--- config.mk ---
export PLATFORM = sky130hd
export DESIGN_NAME = async_counter_reader
export DESIGN_NICKNAME = d
export VERILOG_FILES = /design/src/rtl/async_counter_reader_pkg.sv /design/src/rtl/async_counter_reader_beat_sync.sv /design/src/rtl/async_counter_reader.sv
export SDC_FILE = /design/constraint.sdc
export NUM_CORES = 1
export LEC_CHECK = 0
export CAP_MARGIN = 20
export CORE_MARGIN = 2
export CORE_UTILIZATION = 50
export DETAILED_ROUTE_END_ITERATION = 8
export HOLD_SLACK_MARGIN = 0.1
export PLACE_DENSITY = 0.88
export SYNTH_ARGS = -nofsm -noshare
export SYNTH_HDL_FRONTEND = slang
export SYNTH_HIERARCHICAL = 1
export SYNTH_SLANG_ARGS = --single-unit
--- constraint.sdc ---
create_clock -name clk -period 3 [get_ports clk]
set_clock_uncertainty 0.05 [all_clocks]
set_input_delay 0.3 -clock clk [delete_from_list [all_inputs] [get_ports clk]]
set_output_delay 0.3 -clock clk [all_outputs]
set_load 0.03 [all_outputs]
--- src/rtl/async_counter_reader_pkg.sv ---
// Shared definitions for the ripple-counter read-out controller:
// FSM state encoding, default timing and the down-counter load helper.
package async_counter_reader_pkg;

    typedef enum logic [2:0] {
        ST_IDLE    = 3'd0,
        ST_CLEAR   = 3'd1,
        ST_COUNT   = 3'd2,
        ST_SETTLE  = 3'd3,
        ST_CAPTURE = 3'd4
    } state_t;

    localparam int DEFAULT_SETTLE = 4;
    localparam int DEFAULT_CLEAR  = 2;
    localparam int TIMER_W        = 8;

    // A phase lasting N cycles loads N-1 and leaves when the timer reads zero.
    function automatic logic [TIMER_W-1:0] timer_load(input int cycles);
        return TIMER_W'(cycles - 1);
    endfunction

endpackage

--- src/rtl/async_counter_reader_beat_sync.sv ---
// Multi-stage synchroniser for the asynchronous beat input followed by a
// rising-edge detector producing a one-cycle pulse in the clk domain.
module async_counter_reader_beat_sync #(
    parameter int STAGES = 2
) (
    input  logic clk,
    input  logic clrN,
    input  logic beat_i,
    output logic rise_o
);

    logic [STAGES-1:0] sync_q;
    logic              dly_q;

    always_ff @(posedge clk or negedge clrN) begin
        if (!clrN) begin
            sync_q <= '0;
            dly_q  <= 1'b0;
        end else begin
            sync_q <= {sync_q[STAGES-2:0], beat_i};
            dly_q  <= sync_q[STAGES-1];
        end
    end

    assign rise_o = sync_q[STAGES-1] & ~dly_q;

endmodule

--- src/rtl/async_counter_reader.sv ---
// Read-out controller for an oscillator-clocked ripple counter: gates enable
// and clear, waits out ripple settling, captures the count and offers it on a
// one-entry valid/ready holding register.
module async_counter_reader
    import async_counter_reader_pkg::*;
#(
    parameter int width        = 16,
    parameter int syncStages   = 2,
    parameter int settleCycles = DEFAULT_SETTLE,
    parameter int clearCycles  = DEFAULT_CLEAR
) (
    input  logic             clk,
    input  logic             clrN,
    input  logic             en,
    input  logic             beat,
    input  logic [width-1:0] cnt,
    output logic             cntEn,
    output logic             cntClr,
    output logic [width-1:0] sampleCnt,
    output logic             sampleBit,
    output logic             sampleValid,
    input  logic             sampleReady,
    output logic             overflow
);

    // Handshake: a sample transfers on any clk edge where sampleValid && sampleReady;
    // sampleCnt holds steady while sampleValid is high and sampleReady is low.

    localparam logic [TIMER_W-1:0] SETTLE_LOAD = timer_load(settleCycles);
    localparam logic [TIMER_W-1:0] CLEAR_LOAD  = timer_load(clearCycles);
    localparam logic [TIMER_W-1:0] TIMER_ONE   = TIMER_W'(1);

    state_t             state_q, state_d;
    logic [TIMER_W-1:0] timer_q, timer_d;
    logic               cnt_en_q, cnt_en_d;
    logic               cnt_clr_q, cnt_clr_d;
    logic [width-1:0]   sample_q, sample_d;
    logic               valid_q, valid_d;
    logic               overflow_q, overflow_d;
    logic               beat_rise;
    logic               capture;
    logic               load;

    async_counter_reader_beat_sync #(
        .STAGES(syncStages)
    ) u_beat_sync (
        .clk   (clk),
        .clrN  (clrN),
        .beat_i(beat),
        .rise_o(beat_rise)
    );

    always_ff @(posedge clk or negedge clrN) begin
        if (!clrN) begin
            state_q    <= ST_IDLE;
            timer_q    <= '0;
            cnt_en_q   <= 1'b0;
            cnt_clr_q  <= 1'b1;
            sample_q   <= '0;
            valid_q    <= 1'b0;
            overflow_q <= 1'b0;
        end else begin
            state_q    <= state_d;
            timer_q    <= timer_d;
            cnt_en_q   <= cnt_en_d;
            cnt_clr_q  <= cnt_clr_d;
            sample_q   <= sample_d;
            valid_q    <= valid_d;
            overflow_q <= overflow_d;
        end
    end

    always_comb begin
        state_d = state_q;
        timer_d = timer_q;
        case (state_q)
            ST_IDLE: begin
                if (en) begin
                    state_d = ST_CLEAR;
                    timer_d = CLEAR_LOAD;
                end
            end
            ST_CLEAR: begin
                if (timer_q == '0) state_d = ST_COUNT;
                else               timer_d = timer_q - TIMER_ONE;
            end
            ST_COUNT: begin
                // A closing beat takes priority over en dropping.
                if (beat_rise) begin
                    state_d = ST_SETTLE;
                    timer_d = SETTLE_LOAD;
                end else if (!en) begin
                    state_d = ST_IDLE;
                end
            end
            ST_SETTLE: begin
                if (timer_q == '0) state_d = ST_CAPTURE;
                else               timer_d = timer_q - TIMER_ONE;
            end
            ST_CAPTURE: begin
                if (en) begin
                    state_d = ST_CLEAR;
                    timer_d = CLEAR_LOAD;
                end else begin
                    state_d = ST_IDLE;
                end
            end
            default: begin
                state_d = ST_IDLE;
                timer_d = '0;
            end
        endcase

        // Counter controls are registered from the next state so they track it exactly.
        cnt_en_d  = (state_d == ST_COUNT);
        cnt_clr_d = (state_d == ST_IDLE) || (state_d == ST_CLEAR);
    end

    always_comb begin
        capture    = (state_q == ST_CAPTURE);
        load       = capture && (!valid_q || sampleReady);
        sample_d   = sample_q;
        valid_d    = valid_q;
        overflow_d = overflow_q;
        if (load) begin
            sample_d = cnt;
            valid_d  = 1'b1;
        end else if (valid_q && sampleReady) begin
            valid_d = 1'b0;
        end
        if (capture && !load) overflow_d = 1'b1;
    end

    assign cntEn       = cnt_en_q;
    assign cntClr      = cnt_clr_q;
    assign sampleCnt   = sample_q;
    assign sampleBit   = sample_q[0];
    assign sampleValid = valid_q;
    assign overflow    = overflow_q;

endmodule

Word level (Yosys, flattened, before mapping)
Index checks and enable logic that the tools add are counted.
- equal/unequal tests: 9
- order comparisons: 0
- bitwise gates (word level): 2
- multipliers: 0
- divide/modulo/power cells: 0
- mux-type cells: 13
- reductions and logical operators: 14
- shift-type cells: 0
- add/sub/neg operators: 1
- operators with widths (kind ; number):
    $mux W8 ; 3
    $pmux W8 S3 ; 1
    $mux W3 ; 5
    $pmux W3 S5 ; 1
    $eq A3 B2 Y1 const B ; 3
    $logic_not A8 Y1 ; 1
    $sub A8 B1 Y8 const B ; 1
    $eq A3 B1 Y1 const B ; 2
    $logic_not A3 Y1 ; 2
    $ne A2 B2 Y1 const B ; 2
    $reduce_or A2 Y1 ; 2
    $eq A3 B3 Y1 const B ; 1
    $logic_and A1 B1 Y1 ; 3
    $mux W1 ; 3
    $reduce_and A3 Y1 ; 1
    $logic_not A1 Y1 ; 2
    $logic_or A1 B1 Y1 ; 2
    $ne A2 B1 Y1 const B ; 1
    $reduce_bool A2 Y1 ; 1
    $and A1 B1 Y1 ; 1
    $not A1 Y1 ; 1
- input bits: 21
- memories kept: 0
- word-level logic and storage cells: 48
- bits in latches: 0
- register bits: 34
- output and inout port bits: 21
- bits in writable memories: 0
- memory bits (read-only): 0

Depth between registers and ports, before layout
Gate-level depths: netlist (run 1).
- word-level depth: 6
- gate-level depth with buffers: 7

Hierarchy
The synthesis (run 1) kept the hierarchy.
- modules (own cells, without submodules) (module ; area each (µm²) ; cells an instance ; times used):
    async_counter_reader ; 1440.1 ; 122 ; 1
    async_counter_reader_beat_sync ; 88.8 ; 4 ; 1

Worst setup path before layout (run 1)
Ideal clock, no wire load.
- kind: register to register
- from: register state_q[0]
- to: register timer_q[2]
- stages on the path, launching flop included: 6
- clock period less this slack: 1988 ps
- arrival time: 1872 ps
- path buffers: 1
- setup time: 67 ps
- data required time: 2883 ps
- path slack: 1012 ps
- cell sequence: dfrtp_1 -> buf_4 -> or3_2 -> nand3_1 -> or4b_2 -> nand2_1
- word-level cells in the longest chain between the ends: 4
- RTL lines (what ; line ; text):
    from (decl) ; async_counter_reader.sv:33 ; state_t state_q, state_d;
    from (signal assigned) ; async_counter_reader.sv:63 ; state_q <= state_d;
    $eq A3 B3 Y1, or another cell as far along ; async_counter_reader.sv:76 ; case (state_q)
    $reduce_or A2 Y1 (no line) ; -- ;
    $ne A2 B1 Y1 (no line) or $ne A2 B2 Y1 (tied branches) ; -- ;
    $reduce_and A3 Y1 (no line) ; -- ;
    to (signal assigned) ; async_counter_reader.sv:64 ; timer_q <= timer_d;
    to (decl) ; async_counter_reader.sv:34 ; logic [TIMER_W-1:0] timer_q, timer_d;
Several ways; a longest one is shown, not always the timed one.
A chain may end at the register's enable or synchronous reset.

Worst setup path after layout (run 1)
- from: register state_q[2]
- to: register timer_q[4]
Same word-level chain as after synthesis.

==> metrics.cfg, run 1 <==
[cells_and_area]
final_cell_mix = clkdlybuf4s50_1, dfrtp_1, mux2_2
diodes = 0
drive_gt1_share_pct = 19.9
fill_cells = 213
layout_commonest_cell = clkdlybuf4s50_1
num-nets-final = 193
syn_to_final_growth_pct = 33.6
layout.cells.non_filler = 204

[cts]
cts_tree = yes
path_clk_slew_ps = 120
insertion_delay_ps = 340
root_buffer = clkbuf_4
cts.sinks = 34
cts_hold_buf = 0
htreeDepth = 2
cts_resized = 0
clockBufferDepth = 2
cts_buffers = 5
cts_setup_buffers = 0

[sta]
hold_viol = 0
rsz0062_at_grt = no
tns_ps = 0
setup_viol = 0
min_period_ps = 2200
drv_slew = 0
max_freq_mhz = 454
fin_crit_sh_pct = 73.5
relSlewSlack_pct = 50.4
tightest_slew_ps = 741

[drt]
vias = 1173
totalWireLength_um = 3280
first_pass_iters = 4
drtIter0Drc = 27
via_per_inst = 5.75
drtAntennaViolNets = 0
route.detailed.drc = 0
wire_per_inst_um = 16.1

[global_routing]
overflow = 0
track_usage_pct = 20.9
grt_antenna_before_repair = 0
grt_pass1_vias = 1207
grt_max_degree = 35
grt_pass1_wl_um = 5420

[status]
run_status = finished clean

[logic_synthesis]
yosysTopAreaCellShare_pct = 54.0
synth_top_cell_by_area = dfrtp_1
synthDistinctLibCells = 36
synthTopCellsByArea = dfrtp_1, mux2_2, nand2_1
syn_nets = 149
ys_seq_area_share_pct = 55.7
avgSynthCellArea_um2 = 12.1
ys.flop_type = dfrtp_1
synthesis.area_um2 = 1530
syn_inst = 126
synth_edf_count = 0
yosys_warnings = 6
synth_seq_cells = 34
async_reset_ff_share_pct = 100

[min_path]
hp-class = in2async

[die]
ios = 42
start_util_pct = 51.3
die_area_um2 = 3520
die_y_um = 59.3
core_area_um2 = 2980
num_rows = 20
die_w_um = 59.3

[critical_path]
critical_path_class = reg2reg
cp_max_fo = 12
worstPathRequired_ps = 3210
r2r_cells = 4
worstPathArrival_ps = 2420
startpoint_type = flop
crit_path_end_kind = flop

[place]
portBuffers = 41
routabilityCongestion = 0.867
post-place-cells = 196
place_hpwl_um = 2360

[power_and_ir_drop]
p_seq_share_pct = 35.8
pwr-share-clk_pct = 14.4
p_leak_nw = 0.896
vdd_drop_max_mv = 0.682
switching_share_pct = 40.0
comb_power_share_pct = 49.7
power_density_nw_per_um2 = 1060
internal_power_mw = 1.30
p_sw_uw = 864

[job]
maxCapViolations = 0

==> power groups by stage <==
| stage | sequential (mW) | clock (mW) | combinational, mW |
|---|---|---|---|
| after detailed placement | 0.780 | 0 | 1.07 |
| after global placement | 0.765 | 0 | 1.03 |
| after CTS | 0.773 | 0.319 | 1.08 |
| after floorplan | 0.981 | 0 | 0.477 |
| final | 0.774 | 0.312 | 1.08 |
| after global routing | 0.797 | 0.334 | 1.16 |
==> worst max-delay path, cell delays in order, from the launching register on <==
cell,delay [ps]
dfrtp_1,510
or4b_1,620
nand3_1,270
or4b_2,610
nand2_1,90
==> cells by family after synthesis <==
group | share of synthesized area (%)
adder cells (fa/ha/maj) | 1.64
flip-flops | 55.7
multiplexers | 13.8
AO/OA/AOI/OAI | 9.08
buffers and inverters | 3.11
XOR/XNOR | 0.573
AND/OR/NAND/NOR | 16.0
==> cell usage after synthesis (2+ instances only) <==
cell,n
mux2i_1,2
nor2_1,5
or4_1,4
or4b_2,2
o211ai_1,2
clkbuf_1,2
buf_2,2
o31ai_1,3
buf_4,2
nor4_1,2
nand3_1,5
o21ai_0,4
inv_1,4
nand2_1,9
dfrtp_1,33
a21boi_0,3
nor4b_1,2
or3_2,2
nand2b_1,3
a211o_1,2
ha_1,2
mux2_2,17
==> per-stage QoR <==
stage | worst slack [ps] | total power [mW] | cell area (µm²) | hold slack (ps) | util (%)
6_report | 796 | 2.16 | 2040 | 299 | 68.6
5_1_grt | 711 | 2.29 | 2040 | 312 | 68.6
4_1_cts | 810 | 2.18 | 2040 | 309 | 68.6
3_5_place_dp | 713 | 1.85 | 1960 | 287 | 65.9
3_3_place_gp | 768 | 1.80 | 1960 | 282 | 65.9
2_1_floorplan | 1010 | 1.46 | 1530 | -45.6 | -
==> final cells by class <==
cell class / count / area [µm²] / area share (%)
Multi-Input combinational cell: 82 / 629 / 30.8
Clock buffer: 8 / 78.8 / 3.86
Sequential cell: 34 / 852 / 41.7
Inverter: 4 / 15.0 / 0.735
Tap cell: 33 / 41.3 / 2.02
Timing Repair Buffer: 43 / 425 / 20.8
==> sequential cells by signal (all words and copies together) (netlist names) <==
signal / flops
cntClr: 1
cntEn: 1
overflow: 1
sampleCnt: 16
sampleValid: 1
state_q: 3
timer_q: 8
u_beat_sync/dly_q: 1
u_beat_sync/sync_q: 2
==> worst paths after layout <==
check                                                   to                       startpoint  slack (ps)
setup / recovery                    timer_q[4]$_DFFE_PN0P_             state_q[2]$_DFF_PN0_         800
max in group asynchronous                 cntClr$_DFF_PN1_                             clrN        2280
min in group clk           u_beat_sync/sync_q[1]$_DFF_PN0_  u_beat_sync/sync_q[0]$_DFF_PN0_         310
setup reg to reg                    timer_q[4]$_DFFE_PN0P_             state_q[2]$_DFF_PN0_         800
hold / removal                             cntEn$_DFF_PN0_                             clrN         300
hold reg to reg            u_beat_sync/sync_q[1]$_DFF_PN0_  u_beat_sync/sync_q[0]$_DFF_PN0_         310
==> layer usage <==
layer  vias to the layer above  track usage, %  part of all wire (%)
met5                         -               0                     0
met4                         0            9.74                   1.9
met1                       575            24.0                    40
met3                         7            8.52                   9.2
li1                        547               -                     -
met2                        44            33.9                    49
No activity file was read; power rests on OpenSTA's default activity.
==> run 2: changes to the inputs <==
CORE_UTILIZATION = 42   (was 50)
PLACE_DENSITY = 0.79   (was 0.88)
clock period = 2 ns   (was 3 ns; I/O delays follow)
==> metrics.cfg, run 2 (synthesis gave the netlist of run 1 again) <==
[drt]
via_per_inst = 5.26  ; -8.6%
route.detailed.drc = 0  ; unchanged
first_pass_iters = 4  ; unchanged
drtIter0Drc = 71  ; +160%
wire_per_inst_um = 14.6  ; -9.2%
drtAntennaViolNets = 0  ; unchanged
totalWireLength_um = 3340  ; +1.9%
wl_met2_um = 1650  ; +3.1%
vias = 1204  ; +2.6%
topRoutingLayerUsed = met4
met3_length_um = 318  ; +5.3%
wl_met1_um = 1360  ; +3.4%

[status]
violations = setup timing
run_status = finished, violations left

[cells_and_area]
fill_cells = 266  ; +25%
layout_commonest_cell = clkdlybuf4s50_1
multi_input_area_um2 = 644  ; +2.4%
diodes = 0  ; unchanged
largest_reg_flops = 16  ; unchanged
drive_gt1_share_pct = 26.8  ; +6.9 points
seq_area_um2 = 852  ; unchanged
final_cell_mix = clkdlybuf4s50_1, dfrtp_1, mux2_2
num-nets-final = 206  ; +6.7%
design_area_um2 = 2150  ; +5.5%
syn_to_final_growth_pct = 40.8

[global_routing]
grt_pass1_wl_um = 5820  ; +7.4%
track_usage_pct = 18.4  ; -2.5 points
grt_pass1_vias = 1258  ; +4.2%
grt_antenna_before_repair = 0  ; unchanged
grt_max_degree = 35  ; unchanged
overflow = 0  ; unchanged

[die]
num_rows = 21  ; +5.0%
start_util_pct = 44.8  ; -6.6 points
die_w_um = 64.3  ; +8.5%
die_y_um = 64.3  ; +8.5%
core_area_um2 = 3420  ; +15%
ios = 42  ; unchanged
die_area_um2 = 4140  ; +18%

[sta]
min_period_ps = 2060  ; -141 ps
fin_crit_sh_pct = 103  ; +30 points
drv_slew = 0  ; unchanged
relSlewSlack_pct = 71.4  ; +21 points
tns_ps = -63.2  ; -63.2 ps
setup_viol = 1  ; +1
max_freq_mhz = 485  ; +6.8%
setup_slack_ps = -63.2  ; -859 ps
hold_viol = 0  ; unchanged
tightest_slew_ps = 429  ; -312 ps
rsz0062_at_grt = yes

[power_and_ir_drop]
internal_power_mw = 1.95  ; +50%
power_density_nw_per_um2 = 1520  ; +43%
p_seq_share_pct = 34.1  ; -1.7 points
switching_share_pct = 40.3  ; +0.31 points
power_mw = 3.27  ; +51%
p_leak_nw = 0.953  ; +6.4%
comb_power_share_pct = 55.2  ; +5.5 points
pwr-share-clk_pct = 10.6  ; -3.8 points
p_sw_mw = 1.32  ; +52%
vdd_drop_max_mv = 0.830  ; +22%

[min_path]
hp-class = in2async

[critical_path]
crit_path_end_kind = flop
worstPathRequired_ps = 2210  ; -1000 ps
cp_max_fo = 3  ; -9
critical_path_class = reg2reg
worstPathArrival_ps = 2270  ; -150 ps
startpoint_type = flop

[cts]
path_clk_slew_ps = 100  ; -20 ps
cts_buffers = 5  ; unchanged
cts_setup_buffers = 0  ; unchanged
htreeDepth = 2  ; unchanged
cts_tree = yes
clockBufferDepth = 2  ; unchanged
root_buffer = clkbuf_4
cts.sinks = 34  ; unchanged
insertion_delay_ps = 330  ; about the same

[place]
portBuffers = 41  ; unchanged
routabilityCongestion = 0.840  ; -3.2%
place_hpwl_um = 2460  ; +4.6%
place_area_um2 = 2090  ; +6.4%

[job]
maxCapViolations = 0  ; unchanged

run 2: per-layer routing:
metal  track usage (%)  up-vias
li1                  -      568
met1              21.5      583
met2              29.6       49
met3              9.68        4
met4              5.05        0
met5                 0        -
run 2: metrics by stage:
step	setup WS [ps]	hold WS (ps)	util, %	cells
6_report	-63.2	211	63.0	229
5_1_grt	-132	235	63.0	229
4_1_cts	-56.6	220	62.7	229
3_5_place_dp	-56.4	300	61.2	222
3_3_place_gp	23.6	283	61.2	222
2_1_floorplan	11.5	-146	-	126
run 2: repair_timing:
| item | in CTS | in global routing |
|---|---|---|
| endpoints found under the setup margin | 1 | 5 |
| cloned | 0 | 0 |
| pin swaps | 1 | 1 |
| resized for setup | 1 | 3 |
| hold buffers | 0 | 0 |
run 2: worst paths after layout:
| check | from | endpoint | slack (ps) | cells past startpoint |
|---|---|---|---|---|
| max in group asynchronous | clrN | cntClr$_DFF_PN1_ | 1350 | 2 |
| worst min-delay path | clrN | cntEn$_DFF_PN0_ | 210 | 2 |
| worst min register to register | u_beat_sync/sync_q[0]$_DFF_PN0_ | u_beat_sync/sync_q[1]$_DFF_PN0_ | 320 | 0 |
| worst max-delay path | timer_q[2]$_DFFE_PN0P_ | timer_q[7]$_DFFE_PN0P_ | -60 | 4 |
| worst max register to register | timer_q[2]$_DFFE_PN0P_ | timer_q[7]$_DFFE_PN0P_ | -60 | 4 |
| min in group clk | beat | u_beat_sync/sync_q[0]$_DFF_PN0_ | 280 | 1 |
run 2: power groups by stage:
stage	combinational [mW]	clock (mW)	sequential, mW
finish	1.81	0.348	1.12
global route	1.95	0.398	1.15
CTS	1.79	0.359	1.11
detailed placement	1.78	0	1.12
global placement	1.73	0	1.10
floorplan	0.716	0	1.47
run 2: critical path, cell delays in order, from the launching register on:
cell and delay, ps:
dfrtp_1 400, or4_4 550, or4_4 430, or4_4 430
a21boi_2 140
run 2: final cells by class:
class / count / area share, %
inverters: 4 / 0.697
multi-input cells: 82 / 29.9
repair buffers: 56 / 24.9
flip-flops and latches: 34 / 39.6
clock inverters: 1 / 0.349
well taps: 46 / 2.67
clock buffers: 6 / 1.92
==> edit 1 (flow settings as in run 2) <==
Re-encode `state_t` (5 states) as Gray code, 3 bits wide.
--- a/src/rtl/async_counter_reader_pkg.sv
+++ b/src/rtl/async_counter_reader_pkg.sv
@@ -5,7 +5,7 @@
     typedef enum logic [2:0] {
-        ST_IDLE    = 3'd0,
-        ST_CLEAR   = 3'd1,
-        ST_COUNT   = 3'd2,
-        ST_SETTLE  = 3'd3,
-        ST_CAPTURE = 3'd4
+        ST_IDLE    = 3'b000,
+        ST_CLEAR   = 3'b001,
+        ST_COUNT   = 3'b011,
+        ST_SETTLE  = 3'b010,
+        ST_CAPTURE = 3'b110
     } state_t;
Formal check against the unedited RTL: same outputs for any inputs over 10 cycles, from zero or initial values; not proved beyond that.
==> edit 1 against run 2 <==
- critical path depth up 1
- power up 20%
- sequential cell count unchanged
- non-clock buffer count unchanged
- area after synthesis up 4.6%
- routed wire length up 5.9%
- worst setup slack better by 0.11 ns
- final area up 7.8%
==> edit 1: results <==
[status]
outcome = "finished, final reports clean"

[worst_setup_path]
r2r-end = "timer_q[5]$_DFFE_PN0P_"
crit_start = "timer_q[1]$_DFFE_PN0P_"
worstPathMaxFanout = 4
rrSetupSlack_ns = 0.05
crit_arrival_ns = 2.11

[logic_synthesis]
ys_types = 44
netlist_top_cells_area = "dfrtp_1 (52%), mux2_1 (11%), dfstp_2 (1.6%)"
avgSynthCellArea_um2 = 12.5
seq_area_frac_synth_pct = 53.3
synth_nets = 151
synth_common_cells = "dfrtp_1 (33), mux2_1 (16), nor2_1 (6)"

[finish]
n_fill_cell = 264
final_layout_size_suffix_gt1_share_pct = 21.6
layout.nets = 207

[routing]
num_vias = 1236
post_drt_wl_per_cell_um = 15.2
drt_wl_total_mm = 3.53
drt_iter0_drc = 28

[placed_design]
placed_area_um2 = 2150
place_inst = 225
dp_hpwl_mm = 2.54
place_congestion = 0.781

[cts]
root_buffer = "clkbuf_8"
clock_latency_ns = 0.28
clk_pin_slew_worst_paths_ns = 0.07

[global_route]
grt_pass1_wl_mm = 5.73
grt_usage_pct = 17.6

[timing]
max_slew_margin_pct = 66.6

[power_and_ir_drop]
leakagePower_nw = 1.00
irDropWorstVdd_uv = 1130
## edit 1: cell count changes after synthesis, sizes merged, moves of 3 or more
cell / before / now
buf: 4 / 7
nand2: 9 / 4
a21boi: 4 / 0
or4b: 3 / 0
nand3: 5 / 1
## edit 1: report_power, final
group,switching [W],leakage (nW),total [W],internal (W)
Combinational,0.00103,0.518,0.00200,0.000974
Clock,0.000244,0.0714,0.000776,0.000532
Sequential,0.000195,0.414,0.00115,0.000954
## edit 1: layout make-up
cell class	count	area share (%)
clock buffers	6	3.56
clock inverters	2	2.59
inverters	5	0.809
multi-input cells	82	31.2
flip-flops and latches	34	36.7
well taps	48	2.59
repair buffers	56	22.5
## edit 1: timing repair
item	CTS	global route
resized for setup	1	8
endpoints found under the setup margin	1	6
endpoints found under the hold margin	0	0
setup buffers	0	1
hold buffers	0	0
pin swaps	0	4
## edit 1: worst min-delay path by stage
| stage | from | end | slack, ns | cells after the start |
|---|---|---|---|---|
| detailed placement | u_beat_sync/sync_q[0]$_DFF_PN0_ | u_beat_sync/sync_q[1]$_DFF_PN0_ | 0.29 | 0 |
| global placement | u_beat_sync/sync_q[0]$_DFF_PN0_ | u_beat_sync/sync_q[1]$_DFF_PN0_ | 0.28 | 0 |
| CTS | clrN | timer_q[0]$_DFFE_PN0P_ | 0.30 | 2 |
| global route | beat | u_beat_sync/sync_q[0]$_DFF_PN0_ | 0.31 | 1 |
| finish | clrN | timer_q[0]$_DFFE_PN0P_ | 0.27 | 2 |
| floorplan | clrN | cntEn$_DFF_PN0_ | -0.15 | 0 |
## edit 1: cell families (layout without fill, tap and decap cells)
family	Yosys count	in the layout	share of synthesized area, %
AOI/OAI and AO/OA	21	21	9.70
adders and majority gates	2	2	1.56
and+or+nand+nor	39	39	18.0
buffers and inverters	12	69	3.44
DFF	34	34	53.3
xor gates and xnor gates	1	1	0.548
muxes	19	19	13.5
## edit 1: metal layers
metal | track usage, % | part of all wire [%] | vias to the layer above
met3 | 4.28 | 3.1 | 5
li1 | - | - | 578
met2 | 30.3 | 53 | 22
met5 | 0 | 0 | -
met1 | 21.6 | 43 | 631
met4 | 5.47 | 1.0 | 0
## edit 1: through the flow
stage          setup slack (ns)  TNS (ns)  utilization, %
3_3_place_gp            -0.0522    -0.120            58.6
2_1_floorplan           -0.0148   -0.0148               -
3_5_place_dp             -0.121    -0.301            58.6
4_1_cts                  0.0205         0            62.6
5_1_grt                 0.00169         0            63.4
6_report                 0.0470         0            63.4
## edit 1: critical path, cell delays in order (launching register included)
cell and delay, ns:
dfrtp_1 0.41, buf_4 0.14, or3_4 0.40, or3_4 0.34, or4_4 0.42, a21oi_2 0.13
==> edit 2 (config.mk and constraints of run 2) <==
Made on the original files. Change the package constant `TIMER_W` from 8 to 9.
--- a/src/rtl/async_counter_reader_pkg.sv
+++ b/src/rtl/async_counter_reader_pkg.sv
@@ -14,3 +14,3 @@
     localparam int DEFAULT_CLEAR  = 2;
-    localparam int TIMER_W        = 8;
+    localparam int TIMER_W        = 9;
 
Check against the original RTL: same outputs for any inputs over 10 cycles, from zero or initial values; that may be too few to reach the edited logic, so the function may still have changed.
==> edit 2 against run 2 <==
- final area increased by 6.9%
- sequential cell count increased by 1
- worst setup slack improved by 0.13 ns
- maximum frequency increased by 6.5%
- sequential share of layout area decreased by 1.5 points
- die area increased by 4.8%
- cell count increased by 7.4%
- area after synthesis increased by 5.2%
- routed wire length increased by 21%
- global-route usage increased by 1.7 points
Power is not compared: it rests on default switching activity, and its combinational part moved more than twofold at a synthesized area within 25%.
==> edit 2: results <==
[status]
outcome = "finished, final reports clean"

[timing]
max_slew_margin_pct = 68.2

[routing]
wl_met2_mm = 2.16
vias_per_cell = 5.39
dr.pass1.iters = 4
top_layer_used = "met4"
drt_iter0_drc = 153
post_drt_wl_per_cell_um = 16.4
wl_met1_mm = 1.57
routed-wl-met3_um = 225

[cts]
clk_pin_slew_worst_paths_ns = 0.07
cts_max_path_buffers = 2
root_buffer = "clkbuf_8"
clock_latency_ns = 0.29
numCtsBuffers = 5
cts-htree-levels = 2

[finish]
layout.nets = 220
largest_reg_flops = 16
final_layout_size_suffix_gt1_share_pct = 28.8
diodes = 0
n_fill_cell = 295

[logic_synthesis]
async_flop_share_pct = 100
synth_nets = 160
seq_area_frac_synth_pct = 54.6
ys_types = 39
synth_ff_type = "dfrtp_1"
ys_warn_count = 6
netlist_top_cells_area = "dfrtp_1 (53%), mux2_2 (12%), nand2_1 (2.1%)"
synth_common_cells = "dfrtp_1 (34), mux2_2 (17), nand2_1 (9)"

[global_route]
antenna_found_initial = 0
grt_usage_pct = 20.1
grt_pass1_vias = 1412
grt_pass1_wl_mm = 6.45
grt_max_degree = 36

[worst_setup_path]
worstPathMaxFanout = 3
cpMaxStageDelayCell = "or4_4"
cp_top_family = "simple AND/OR/NAND/NOR gates"
crit_arrival_ns = 2.11
critical_path.max_stage_delay_ns = 0.55

[placed_design]
place_congestion = 0.839
portBuffers = 41
dp_hpwl_mm = 2.89
dp_slack_ns = -0.00824

[power_and_ir_drop]
leakagePower_nw = 1.06
sw_frac_of_total_pct = 21.2
irDropWorstVdd_uv = 403

[hold_path]
hold_path.class = "input port to async pin"
edit 2: final cells by class:
| type | instances | share of cell area [%] |
|---|---|---|
| inverter | 4 | 0.653 |
| timing repair buffer | 59 | 23.7 |
| clock buffer | 7 | 3.32 |
| multi-input combinational | 92 | 31.4 |
| tap | 48 | 2.61 |
| sequential | 35 | 38.1 |
| clock inverter | 1 | 0.218 |
edit 2: repair_timing:
item	4_1_cts	5_1_grt
hold endpoints to repair	0	0
cloned	0	0
endpoints found under the setup margin	3	5
pin swaps	0	2
resized for setup	2	5
buffers inserted	0	1
edit 2: worst register-to-register path, stage by stage, from the launching register on:
cell and delay [ns]:
dfrtp_1 0.39, or4_4 0.55, or4_4 0.50, or2_4 0.26, a21oi_2 0.13
edit 2: power by group through the flow:
stage	clock, W	sequential (W)	combinational, W
3_3_place_gp	0	0.000726	0.0000580
6_report	0.000488	0.000713	0.0000591
3_5_place_dp	0	0.000726	0.0000600
4_1_cts	0.000501	0.000713	0.0000605
5_1_grt	0.000527	0.000712	0.0000651
2_1_floorplan	0	0.000726	0.00000411
edit 2: logic make-up (layout without fill, tap and decap cells):
kind of cell               Yosys count  in the layout  synth area share [%]
DFF                                 35             35                  54.6
AOI/OAI and AO/OA                   24             24                  10.8
and+or+nand+nor                     47             47                  16.9
muxes                               19             19                  13.2
buffers and inverters               10             71                  3.03
adders and majority gates            2              2                  1.56
edit 2: final timing paths:
check | from | to | slack [ns] | cells past startpoint
max in group asynchronous | clrN | cntClr$_DFF_PN1_ | 1.28 | 2
hold / removal | clrN | timer_q[8]$_DFFE_PN0P_ | 0.28 | 2
hold reg to reg | u_beat_sync/sync_q[0]$_DFF_PN0_ | u_beat_sync/sync_q[1]$_DFF_PN0_ | 0.32 | 0
min in group clk | u_beat_sync/sync_q[0]$_DFF_PN0_ | u_beat_sync/sync_q[1]$_DFF_PN0_ | 0.32 | 0
setup reg to reg | timer_q[4]$_DFFE_PN0P_ | state_q[1]$_DFF_PN0_ | 0.06 | 4
setup / recovery | timer_q[4]$_DFFE_PN0P_ | state_q[1]$_DFF_PN0_ | 0.06 | 4
edit 2: through the flow:
step,instances,area (um^2),setup TNS [ns],util (%)
CTS,245,2280,0,62.3
global placement,237,2180,0,59.6
global route,246,2300,-0.0168,62.9
detailed placement,237,2180,-0.0137,59.6
finish,246,2300,0,62.9
floorplan,137,1620,0,-
edit 2: routing by layer:
layer / track usage, % / vias to the layer above
li1: - / 624
met1: 22.0 / 649
met2: 33.8 / 43
met3: 6.98 / 11
met4: 10.9 / 0
met5: 0 / -
